**src/rtl/local_cmd_scheduler_if.sv**
```systemverilog
// Handshake and command bundle around local_cmd_scheduler. The master modport is
// the scheduler; the slave modport is the controller/memory environment.
interface local_cmd_scheduler_if #(
  parameter int SAMPLE_ADDR_W = 10,
  parameter int ADDR_VEC_W    = 8,
  parameter int DATAWIDTH     = 16
);
  logic                     start;
  logic [2*DATAWIDTH-1:0]   ld_data;
  logic                     ld_ready;
  logic                     tap_valid;
  logic                     tap_ready;
  logic [SAMPLE_ADDR_W-1:0] tap_delay;
  logic [ADDR_VEC_W-1:0]    tap_dest;
  logic                     pf_valid;
  logic                     pf_ready;
  logic [SAMPLE_ADDR_W-1:0] pf_start;
  logic [SAMPLE_ADDR_W-1:0] pf_stop;
  logic [ADDR_VEC_W-1:0]    pf_dest;
  logic                     WEB;
  logic                     ext_CEB;
  logic                     write_flag;
  logic [SAMPLE_ADDR_W-1:0] ext_sample_address;
  logic [2*DATAWIDTH-1:0]   D;
  logic                     init;
  logic                     from_glob_controller_valid;
  logic [SAMPLE_ADDR_W-1:0] from_glob_controller_delay;
  logic [ADDR_VEC_W-1:0]    from_glob_dest_addr;
  logic                     from_glob_prefetch_valid;
  logic [SAMPLE_ADDR_W-1:0] from_glob_prefetch_start;
  logic [SAMPLE_ADDR_W-1:0] from_glob_prefetch_stop;
  logic [ADDR_VEC_W-1:0]    from_glob_prefetch_dest;
  logic                     busy;
  logic                     err;

  modport master (
    input  start, ld_data, tap_valid, tap_delay, tap_dest,
           pf_valid, pf_start, pf_stop, pf_dest,
    output ld_ready, tap_ready, pf_ready, WEB, ext_CEB, write_flag,
           ext_sample_address, D, init, from_glob_controller_valid,
           from_glob_controller_delay, from_glob_dest_addr,
           from_glob_prefetch_valid, from_glob_prefetch_start,
           from_glob_prefetch_stop, from_glob_prefetch_dest, busy, err
  );

  modport slave (
    output start, ld_data, tap_valid, tap_delay, tap_dest,
           pf_valid, pf_start, pf_stop, pf_dest,
    input  ld_ready, tap_ready, pf_ready, WEB, ext_CEB, write_flag,
           ext_sample_address, D, init, from_glob_controller_valid,
           from_glob_controller_delay, from_glob_dest_addr,
           from_glob_prefetch_valid, from_glob_prefetch_start,
           from_glob_prefetch_stop, from_glob_prefetch_dest, busy, err
  );
endinterface

```
**src/rtl/local_cmd_scheduler.sv**
```systemverilog
// Loads the sample memory, programs one tap, then serves tap and prefetch commands.
// Optional macro SCHED_RANGE_CHECK_EN rejects prefetches whose stop precedes start.
module local_cmd_scheduler #(
  parameter int N_SAMPLE      = 1024,
  parameter int SAMPLE_ADDR_W = 10,
  parameter int ADDR_VEC_W    = 8,
  parameter int DATAWIDTH     = 16,
  parameter int SETTLE_CYCLES = 4
) (
  input logic                   CLK,
  input logic                   reset,
  local_cmd_scheduler_if.master bus
);
  localparam int CNT_W = SAMPLE_ADDR_W + 1;
  localparam logic [CNT_W-1:0] CNT_ONE     = CNT_W'(1);
  localparam logic [CNT_W-1:0] LOAD_LAST   = CNT_W'(N_SAMPLE - 1);
  localparam logic [CNT_W-1:0] SETTLE_LAST = CNT_W'(SETTLE_CYCLES - 1);
  localparam logic [CNT_W-1:0] INIT_LAST   = CNT_W'(1);

  typedef enum logic [2:0] {
    S_IDLE, S_LOAD, S_SETTLE, S_TAP_WAIT, S_INIT, S_RUN, S_PF_ISSUE, S_PF_GAP
  } state_e;

  state_e                   state_q, state_d;
  logic [CNT_W-1:0]         cnt_q, cnt_d;
  logic [CNT_W-1:0]         len_q, len_d;
  logic [SAMPLE_ADDR_W-1:0] tap_delay_q, tap_delay_d;
  logic [ADDR_VEC_W-1:0]    tap_dest_q, tap_dest_d;
  logic [SAMPLE_ADDR_W-1:0] pf_start_q, pf_start_d;
  logic [SAMPLE_ADDR_W-1:0] pf_stop_q, pf_stop_d;
  logic [ADDR_VEC_W-1:0]    pf_dest_q, pf_dest_d;
  logic                     err_q, err_d;
  logic [SAMPLE_ADDR_W-1:0] pf_span;
  logic                     range_bad;

  // A span that wraps to zero means the whole address space.
  assign pf_span = bus.pf_stop - bus.pf_start + SAMPLE_ADDR_W'(1);

`ifdef SCHED_RANGE_CHECK_EN
  assign range_bad = (bus.pf_stop < bus.pf_start);
`else
  assign range_bad = 1'b0;
`endif

  // NOTE: every signal written here gets a default first, so no path leaves one
  // unassigned and no latch is inferred.
  always_comb begin
    state_d     = state_q;
    cnt_d       = cnt_q;
    len_d       = len_q;
    tap_delay_d = tap_delay_q;
    tap_dest_d  = tap_dest_q;
    pf_start_d  = pf_start_q;
    pf_stop_d   = pf_stop_q;
    pf_dest_d   = pf_dest_q;
    err_d       = 1'b0;

    bus.ld_ready                   = 1'b0;
    bus.tap_ready                  = 1'b0;
    bus.pf_ready                   = 1'b0;
    bus.WEB                        = 1'b1;
    bus.ext_CEB                    = 1'b1;
    bus.write_flag                 = 1'b0;
    bus.ext_sample_address         = '0;
    bus.D                          = '0;
    bus.init                       = 1'b0;
    bus.from_glob_controller_valid = 1'b0;
    bus.from_glob_controller_delay = '0;
    bus.from_glob_dest_addr        = '0;
    bus.from_glob_prefetch_valid   = 1'b0;
    bus.from_glob_prefetch_start   = '0;
    bus.from_glob_prefetch_stop    = '0;
    bus.from_glob_prefetch_dest    = '0;
    bus.busy                       = (state_q != S_IDLE) && (state_q != S_RUN);
    bus.err                        = err_q;

    unique case (state_q)
      S_IDLE: begin
        if (bus.start) begin
          state_d = S_LOAD;
          cnt_d   = '0;
        end
      end
      S_LOAD: begin
        bus.WEB                = 1'b0;
        bus.ext_CEB            = 1'b0;
        bus.write_flag         = 1'b1;
        bus.ld_ready           = 1'b1;
        bus.ext_sample_address = cnt_q[SAMPLE_ADDR_W-1:0];
        bus.D                  = bus.ld_data;
        if (cnt_q == LOAD_LAST) begin
          state_d = S_SETTLE;
          cnt_d   = '0;
        end else begin
          cnt_d = cnt_q + CNT_ONE;
        end
      end
      S_SETTLE: begin
        if (cnt_q == SETTLE_LAST) begin
          state_d = S_TAP_WAIT;
          cnt_d   = '0;
        end else begin
          cnt_d = cnt_q + CNT_ONE;
        end
      end
      S_TAP_WAIT: begin
        bus.tap_ready = 1'b1;
        if (bus.tap_valid) begin
          tap_delay_d = bus.tap_delay;
          tap_dest_d  = bus.tap_dest;
          cnt_d       = '0;
          state_d     = S_INIT;
        end
      end
      S_INIT: begin
        bus.init                       = 1'b1;
        bus.from_glob_controller_valid = 1'b1;
        bus.from_glob_controller_delay = tap_delay_q;
        bus.from_glob_dest_addr        = tap_dest_q;
        if (cnt_q == INIT_LAST) begin
          state_d = S_RUN;
          cnt_d   = '0;
        end else begin
          cnt_d = cnt_q + CNT_ONE;
        end
      end
      S_RUN: begin
        // A pending tap request masks pf_ready, giving taps priority.
        bus.tap_ready = 1'b1;
        bus.pf_ready  = !bus.tap_valid;
        if (bus.tap_valid) begin
          tap_delay_d = bus.tap_delay;
          tap_dest_d  = bus.tap_dest;
          cnt_d       = '0;
          state_d     = S_INIT;
        end else if (bus.pf_valid) begin
          if (range_bad) begin
            err_d = 1'b1;
          end else begin
            pf_start_d = bus.pf_start;
            pf_stop_d  = bus.pf_stop;
            pf_dest_d  = bus.pf_dest;
            len_d      = {pf_span == '0, pf_span};
            state_d    = S_PF_ISSUE;
          end
        end
      end
      S_PF_ISSUE: begin
        bus.from_glob_prefetch_valid = 1'b1;
        bus.from_glob_prefetch_start = pf_start_q;
        bus.from_glob_prefetch_stop  = pf_stop_q;
        bus.from_glob_prefetch_dest  = pf_dest_q;
        if (len_q == CNT_ONE) begin
          state_d = S_PF_GAP;
          len_d   = '0;
        end else begin
          len_d = len_q - CNT_ONE;
        end
      end
      S_PF_GAP: state_d = S_RUN;
      default:  state_d = S_IDLE;
    endcase
  end

  // NOTE: state registers use non-blocking assignments so every flop samples
  // the pre-edge values, independent of statement order.
  always_ff @(posedge CLK) begin
    if (reset) begin
      state_q     <= S_IDLE;
      cnt_q       <= '0;
      len_q       <= '0;
      tap_delay_q <= '0;
      tap_dest_q  <= '0;
      pf_start_q  <= '0;
      pf_stop_q   <= '0;
      pf_dest_q   <= '0;
      err_q       <= 1'b0;
    end else begin
      state_q     <= state_d;
      cnt_q       <= cnt_d;
      len_q       <= len_d;
      tap_delay_q <= tap_delay_d;
      tap_dest_q  <= tap_dest_d;
      pf_start_q  <= pf_start_d;
      pf_stop_q   <= pf_stop_d;
      pf_dest_q   <= pf_dest_d;
      err_q       <= err_d;
    end
  end
endmodule

```
**src/flat_wrapper.sv**
```systemverilog
// flat-port wrapper written by rule: the top's interface ports become plain ports
module local_cmd_scheduler_flat 
#(
  parameter int N_SAMPLE      = 1024,
  parameter int SAMPLE_ADDR_W = 10,
  parameter int ADDR_VEC_W    = 8,
  parameter int DATAWIDTH     = 16,
  parameter int SETTLE_CYCLES = 4
)
  (CLK, reset, bus_start, bus_ld_data, bus_tap_valid, bus_tap_delay, bus_tap_dest, bus_pf_valid, bus_pf_start, bus_pf_stop, bus_pf_dest, bus_ld_ready, bus_tap_ready, bus_pf_ready, bus_WEB, bus_ext_CEB, bus_write_flag, bus_ext_sample_address, bus_D, bus_init, bus_from_glob_controller_valid, bus_from_glob_controller_delay, bus_from_glob_dest_addr, bus_from_glob_prefetch_valid, bus_from_glob_prefetch_start, bus_from_glob_prefetch_stop, bus_from_glob_prefetch_dest, bus_busy, bus_err);
  local_cmd_scheduler_if #(.SAMPLE_ADDR_W(SAMPLE_ADDR_W), .ADDR_VEC_W(ADDR_VEC_W), .DATAWIDTH(DATAWIDTH)) bus_i ();
  input logic CLK;
  input logic reset;
  input wire logic [$bits(bus_i.start)-1:0] bus_start;
  input wire logic [$bits(bus_i.ld_data)-1:0] bus_ld_data;
  input wire logic [$bits(bus_i.tap_valid)-1:0] bus_tap_valid;
  input wire logic [$bits(bus_i.tap_delay)-1:0] bus_tap_delay;
  input wire logic [$bits(bus_i.tap_dest)-1:0] bus_tap_dest;
  input wire logic [$bits(bus_i.pf_valid)-1:0] bus_pf_valid;
  input wire logic [$bits(bus_i.pf_start)-1:0] bus_pf_start;
  input wire logic [$bits(bus_i.pf_stop)-1:0] bus_pf_stop;
  input wire logic [$bits(bus_i.pf_dest)-1:0] bus_pf_dest;
  output wire logic [$bits(bus_i.ld_ready)-1:0] bus_ld_ready;
  output wire logic [$bits(bus_i.tap_ready)-1:0] bus_tap_ready;
  output wire logic [$bits(bus_i.pf_ready)-1:0] bus_pf_ready;
  output wire logic [$bits(bus_i.WEB)-1:0] bus_WEB;
  output wire logic [$bits(bus_i.ext_CEB)-1:0] bus_ext_CEB;
  output wire logic [$bits(bus_i.write_flag)-1:0] bus_write_flag;
  output wire logic [$bits(bus_i.ext_sample_address)-1:0] bus_ext_sample_address;
  output wire logic [$bits(bus_i.D)-1:0] bus_D;
  output wire logic [$bits(bus_i.init)-1:0] bus_init;
  output wire logic [$bits(bus_i.from_glob_controller_valid)-1:0] bus_from_glob_controller_valid;
  output wire logic [$bits(bus_i.from_glob_controller_delay)-1:0] bus_from_glob_controller_delay;
  output wire logic [$bits(bus_i.from_glob_dest_addr)-1:0] bus_from_glob_dest_addr;
  output wire logic [$bits(bus_i.from_glob_prefetch_valid)-1:0] bus_from_glob_prefetch_valid;
  output wire logic [$bits(bus_i.from_glob_prefetch_start)-1:0] bus_from_glob_prefetch_start;
  output wire logic [$bits(bus_i.from_glob_prefetch_stop)-1:0] bus_from_glob_prefetch_stop;
  output wire logic [$bits(bus_i.from_glob_prefetch_dest)-1:0] bus_from_glob_prefetch_dest;
  output wire logic [$bits(bus_i.busy)-1:0] bus_busy;
  output wire logic [$bits(bus_i.err)-1:0] bus_err;
  assign bus_i.start = bus_start;
  assign bus_i.ld_data = bus_ld_data;
  assign bus_i.tap_valid = bus_tap_valid;
  assign bus_i.tap_delay = bus_tap_delay;
  assign bus_i.tap_dest = bus_tap_dest;
  assign bus_i.pf_valid = bus_pf_valid;
  assign bus_i.pf_start = bus_pf_start;
  assign bus_i.pf_stop = bus_pf_stop;
  assign bus_i.pf_dest = bus_pf_dest;
  assign bus_ld_ready = bus_i.ld_ready;
  assign bus_tap_ready = bus_i.tap_ready;
  assign bus_pf_ready = bus_i.pf_ready;
  assign bus_WEB = bus_i.WEB;
  assign bus_ext_CEB = bus_i.ext_CEB;
  assign bus_write_flag = bus_i.write_flag;
  assign bus_ext_sample_address = bus_i.ext_sample_address;
  assign bus_D = bus_i.D;
  assign bus_init = bus_i.init;
  assign bus_from_glob_controller_valid = bus_i.from_glob_controller_valid;
  assign bus_from_glob_controller_delay = bus_i.from_glob_controller_delay;
  assign bus_from_glob_dest_addr = bus_i.from_glob_dest_addr;
  assign bus_from_glob_prefetch_valid = bus_i.from_glob_prefetch_valid;
  assign bus_from_glob_prefetch_start = bus_i.from_glob_prefetch_start;
  assign bus_from_glob_prefetch_stop = bus_i.from_glob_prefetch_stop;
  assign bus_from_glob_prefetch_dest = bus_i.from_glob_prefetch_dest;
  assign bus_busy = bus_i.busy;
  assign bus_err = bus_i.err;
  local_cmd_scheduler #(.N_SAMPLE(N_SAMPLE), .SAMPLE_ADDR_W(SAMPLE_ADDR_W), .ADDR_VEC_W(ADDR_VEC_W), .DATAWIDTH(DATAWIDTH), .SETTLE_CYCLES(SETTLE_CYCLES)) u_core (.CLK(CLK), .reset(reset), .bus(bus_i));
endmodule
```
**config.mk**
```make
export PLATFORM = sky130hd
export DESIGN_NAME = local_cmd_scheduler_flat
export DESIGN_NICKNAME = d
export VERILOG_FILES = /design/src/rtl/local_cmd_scheduler_if.sv /design/src/rtl/local_cmd_scheduler.sv /design/src/flat_wrapper.sv
export SDC_FILE = /design/constraint.sdc
export NUM_CORES = 1
export LEC_CHECK = 0
export CORE_AREA = 4 4 124 126
export CTS_CLUSTER_DIAMETER = 100
export DETAILED_ROUTE_END_ITERATION = 16
export DIE_AREA = 0 0 128 130
export GPL_TIMING_DRIVEN = 0
export PLACE_DENSITY = 0.59
export SLEW_MARGIN = 25
export SYNTH_ARGS = -nofsm -noshare
export SYNTH_HDL_FRONTEND = slang
export SYNTH_SLANG_ARGS = --single-unit
```
**constraint.sdc**
```tcl
create_clock -name CLK -period 6.7 [get_ports CLK]
set_clock_uncertainty 0.15 [all_clocks]
set_input_delay 1.34 -clock CLK [delete_from_list [all_inputs] [get_ports CLK]]
set_output_delay 1.34 -clock CLK [all_outputs]
set_load 0.02 [all_outputs]
```
==> run summary, run 1 <==
Status: finished clean
Actual slew at the worst max-slew pin: 0.850 ns
Wirelength per Cell: 15.3 um
Total length of routed wires: 14.2 mm
WP data required: 5.21 ns
Flip-flop cell with the highest count after synthesis: dfxtp_1
Number of global-route vias before repair: 4,379
Dpl cell area: 0.00634 mm2
Tmin final: 4.46 ns
Worst setup endpoint: bus_D[23]
Yosys reg bits: 71
Gate family responsible for the most delay along the worst path: simple AND/OR/NAND/NOR gates
Clock-pin slew of the registers on the worst-case setup and hold paths: 0.05 ns
Total leakage power: 0.00269 uW
Hold Fails Final Rpt: 0
Pin count of the biggest net entering global routing: 12
Master of the slowest instance on the critical path: nor2_1
Period utilization: 66.6%
Largest fanout of any net on the critical path: 11
CTS Buf Count: 9
TritonCTS clock tree: built
Critical path launch point type: register
Wire length of the first global-routing pass: 22.3 mm
Slew headroom: 43.1%
Cell count of the worst reg-to-reg path: 7
Bufs and invs on worst path: 3
Number of buffers inserted by port buffering: 179
Number of buffers on the longest clock path: 2
Total iterations of the first detailed-routing run: 6
Overall Global Routing Usage: 16.7%
Starting density of the core: 30.2%
Area overhead of the layout relative to synthesis: 54.4%
Launch point of the critical path: u_core.state_q[1]
MaxCap Viol Count: 0
Area of the core region: 0.0143 mm2
Clock Sinks: 71
Core Util, Final: 46.6%
Mapped Area: 0.00432 mm2
Clk root buf: clkbuf_16
Clock latency at the later pin of the worst-skew pair: 0.33 ns
Die Wd: 128 um
Post-synth EDFFs: 0
Setup-failing EPs final: 0
Timing-limited maximum frequency: 224 MHz
Final Max Slew Viols: 0
Post-synthesis sequential area ratio: 32.9%
Power Dens Cells: 242 mW/mm2
Hold-fix buffers at CTS: 0
CP Class: reg2out
Register-to-register path setup slack: 4.31 ns
RSZ-0062 raised after global routing: no
Finished layout cell area: 0.00667 mm2
CP Data Arrival Time: 2.97 ns
Count of warnings emitted by yosys: 0
Startpoint of the worst register-to-register path: u_core.state_q[1]
Worst IR Drop VDD: 0.108 mV
Residual antenna-violating net count after detailed routing: 0
Delay of the slowest cell on the worst path: 0.65 ns
Area enclosed by the die boundary: 0.0166 mm2
Post-detailed-route via-to-cell ratio: 4.84
Total congestion overflow after global routing: 0
Number of antenna cells inserted: 0
Number of H-tree levels: 3
Syn Nets: 656
Async set-reset flop share out of synthesis: 0%
Class of the tightest hold or removal check: reg2reg
Fraction of layout instances using a drive strength above 1: 6.03%
Post-detailed-route DRC marker count: 0
Detail Placement HPWL: 11.4 mm
Count of unique library cells instantiated by Yosys: 60
Final worst hold slack: 0.300 ns
Endpoint type of the worst setup path: output port
Initial antenna violation count: 0
Number of violations reported at the end of detailed-routing iteration 0: 254
Endpoint of the most critical register-to-register path: u_core.cnt_q[1]
Die height: 130 um
Number of setup buffers added after CTS: 0
Post-Route Setup TNS: 0 ns
Count of vias placed by the detailed router: 4,501
Syn avg cell area: 7.84 um2
Placer congestion estimate: 0.886
WP depth: 6
Cell Chain, Critical Path: buf_2 -> or2_2 -> nor2_1 -> clkbuf_1 -> and2_1 -> clkdlybuf4s50_1
Total power draw: 1610 uW
Post-layout net count: 846
Ports placed on the boundary: 182
Rows: 44
Quantity of gates resized following cts: 0
Synthesized instance count: 551
==> state kept, by name, summed over array words and instances, names as in the netlist <==
signal	count
u_core.state_q	3
u_core.tap_dest_q	8
u_core.cnt_q	11
u_core.tap_delay_q	10
u_core.pf_stop_q	10
u_core.len_q	11
u_core.pf_dest_q	8
u_core.pf_start_q	10
==> synthesized netlist by cell type (10+ instances only) <==
library cell / count / area share [%]
nor2_1: 45 / 3.9
nand2_1: 74 / 6.4
buf_2: 10 / 1.2
inv_1: 19 / 1.7
ha_1: 21 / 6.1
xnor2_1: 11 / 2.2
a21oi_1: 49 / 5.7
mux2i_1: 18 / 4.2
and3_1: 33 / 4.8
o21ai_0: 13 / 1.5
clkbuf_1: 22 / 1.9
and2_1: 63 / 9.1
dfxtp_1: 71 / 33
==> worst reg2reg max path, cell delays in order (launching register included) <==
cell	delay, ns
dfxtp_1	0.30
buf_2	0.16
or2_2	0.30
nor2_1	0.65
a221oi_2	0.18
a21o_1	0.19
buf_2	0.18
a211oi_2	0.19
==> stage by stage <==
step	setup WS (ns)	cells
global placement	2.26	914
floorplan	3.18	551
detailed placement	2.25	914
finish	2.24	930
global route	2.03	930
CTS	2.10	930
==> cell type report <==
cell class / instances / area, um2
Timing Repair Buffer: 179 / 1790
Clock buffer: 13 / 260
Clock inverter: 3 / 65.1
Tap cell: 184 / 230
Multi-Input combinational cell: 424 / 2660
Inverter: 20 / 75.1
Fill cell: 1400 / 7650
Sequential cell: 71 / 1420
Buffer: 36 / 163
==> where the power goes <==
group / internal [uW] / total (uW) / switching (uW) / leakage [uW]
Sequential: 438 / 450 / 12.2 / 0.000572
Combinational: 300 / 642 / 343 / 0.00196
Clock: 346 / 522 / 176 / 0.000160
==> worst min path at each step <==
stage                          from                    to  depth (start not counted)
2_1_floorplan   u_core.pf_dest_q[0]   u_core.pf_dest_q[0]                          2
3_3_place_gp    u_core.pf_dest_q[7]   u_core.pf_dest_q[7]                          2
3_5_place_dp    u_core.pf_dest_q[1]   u_core.pf_dest_q[1]                          2
4_1_cts         u_core.pf_dest_q[1]   u_core.pf_dest_q[1]                          2
5_1_grt        u_core.pf_start_q[8]  u_core.pf_start_q[8]                          2
6_report        u_core.pf_dest_q[1]   u_core.pf_dest_q[1]                          2
==> layout by cell type (no fill, tap or decap), drive strengths merged, types with 3 or more instances in the layout <==
| cell | synthesis | routed |
|---|---|---|
| ha | 21 | 21 |
| a21oi | 49 | 49 |
| dfxtp | 71 | 71 |
| a311oi | 3 | 3 |
| nand3b | 3 | 3 |
| or2 | 3 | 3 |
| nand3 | 3 | 3 |
| and3 | 33 | 33 |
| a211oi | 5 | 5 |
| nor4 | 3 | 3 |
| nand4b | 3 | 3 |
| xnor2 | 11 | 11 |
| clkdlybuf4s50 | 0 | 179 |
| nor3 | 11 | 11 |
| xor2 | 6 | 6 |
| inv | 19 | 19 |
| clkbuf | 22 | 35 |
| nand2b | 8 | 8 |
| nor2 | 45 | 45 |
| buf | 14 | 14 |
| o21ai | 15 | 15 |
| and2 | 63 | 63 |
| or3 | 4 | 4 |
| mux2i | 18 | 18 |
| nand4 | 5 | 5 |
| and4 | 3 | 3 |
| or3b | 3 | 3 |
| nand2 | 75 | 75 |
==> cells by family (layout without fill, tap and decap cells) <==
family,after synthesis,count (layout),share of synthesized area (%)
AOI/OAI and AO/OA,94,94,13.5
xor gates and xnor gates,17,17,3.45
adders and majority gates,22,22,6.55
buffers and inverters,56,251,5.51
DFF,71,71,32.9
muxes,18,18,4.17
other,1,1,0.0868
and+or+nand+nor,272,272,33.8
==> layer usage <==
layer / track usage [%] / vias up / part of all wire, %
met5: 0 / - / 0
met4: 6.18 / 0 / 1.7
met3: 3.97 / 14 / 6.8
met2: 29.3 / 160 / 49
met1: 19.9 / 2058 / 42
li1: - / 2269 / -
No activity file was read; power rests on OpenSTA's default activity.
==> run 2, diff against run 1 <==
==> constraint.sdc (replaced) <==
create_clock -name CLK -period 4.44 [get_ports CLK]
set_clock_uncertainty 0.15 [all_clocks]
set_input_delay 0.888 -clock CLK [delete_from_list [all_inputs] [get_ports CLK]]
set_output_delay 0.888 -clock CLK [all_outputs]
set_load 0.02 [all_outputs]
==> results of run 2 <==
The final DEF is identical to that of run 1. Status: finished clean.
Main changes from that run: setup slack after placement 2.25 ns -> 0.655 ns; setup slack after layout 2.24 ns -> 0.433 ns; register-to-register setup slack 4.31 ns -> 2.05 ns; total power 1610 uW -> 2440 uW; worst IR drop on VDD 0.108 mV -> 0.163 mV
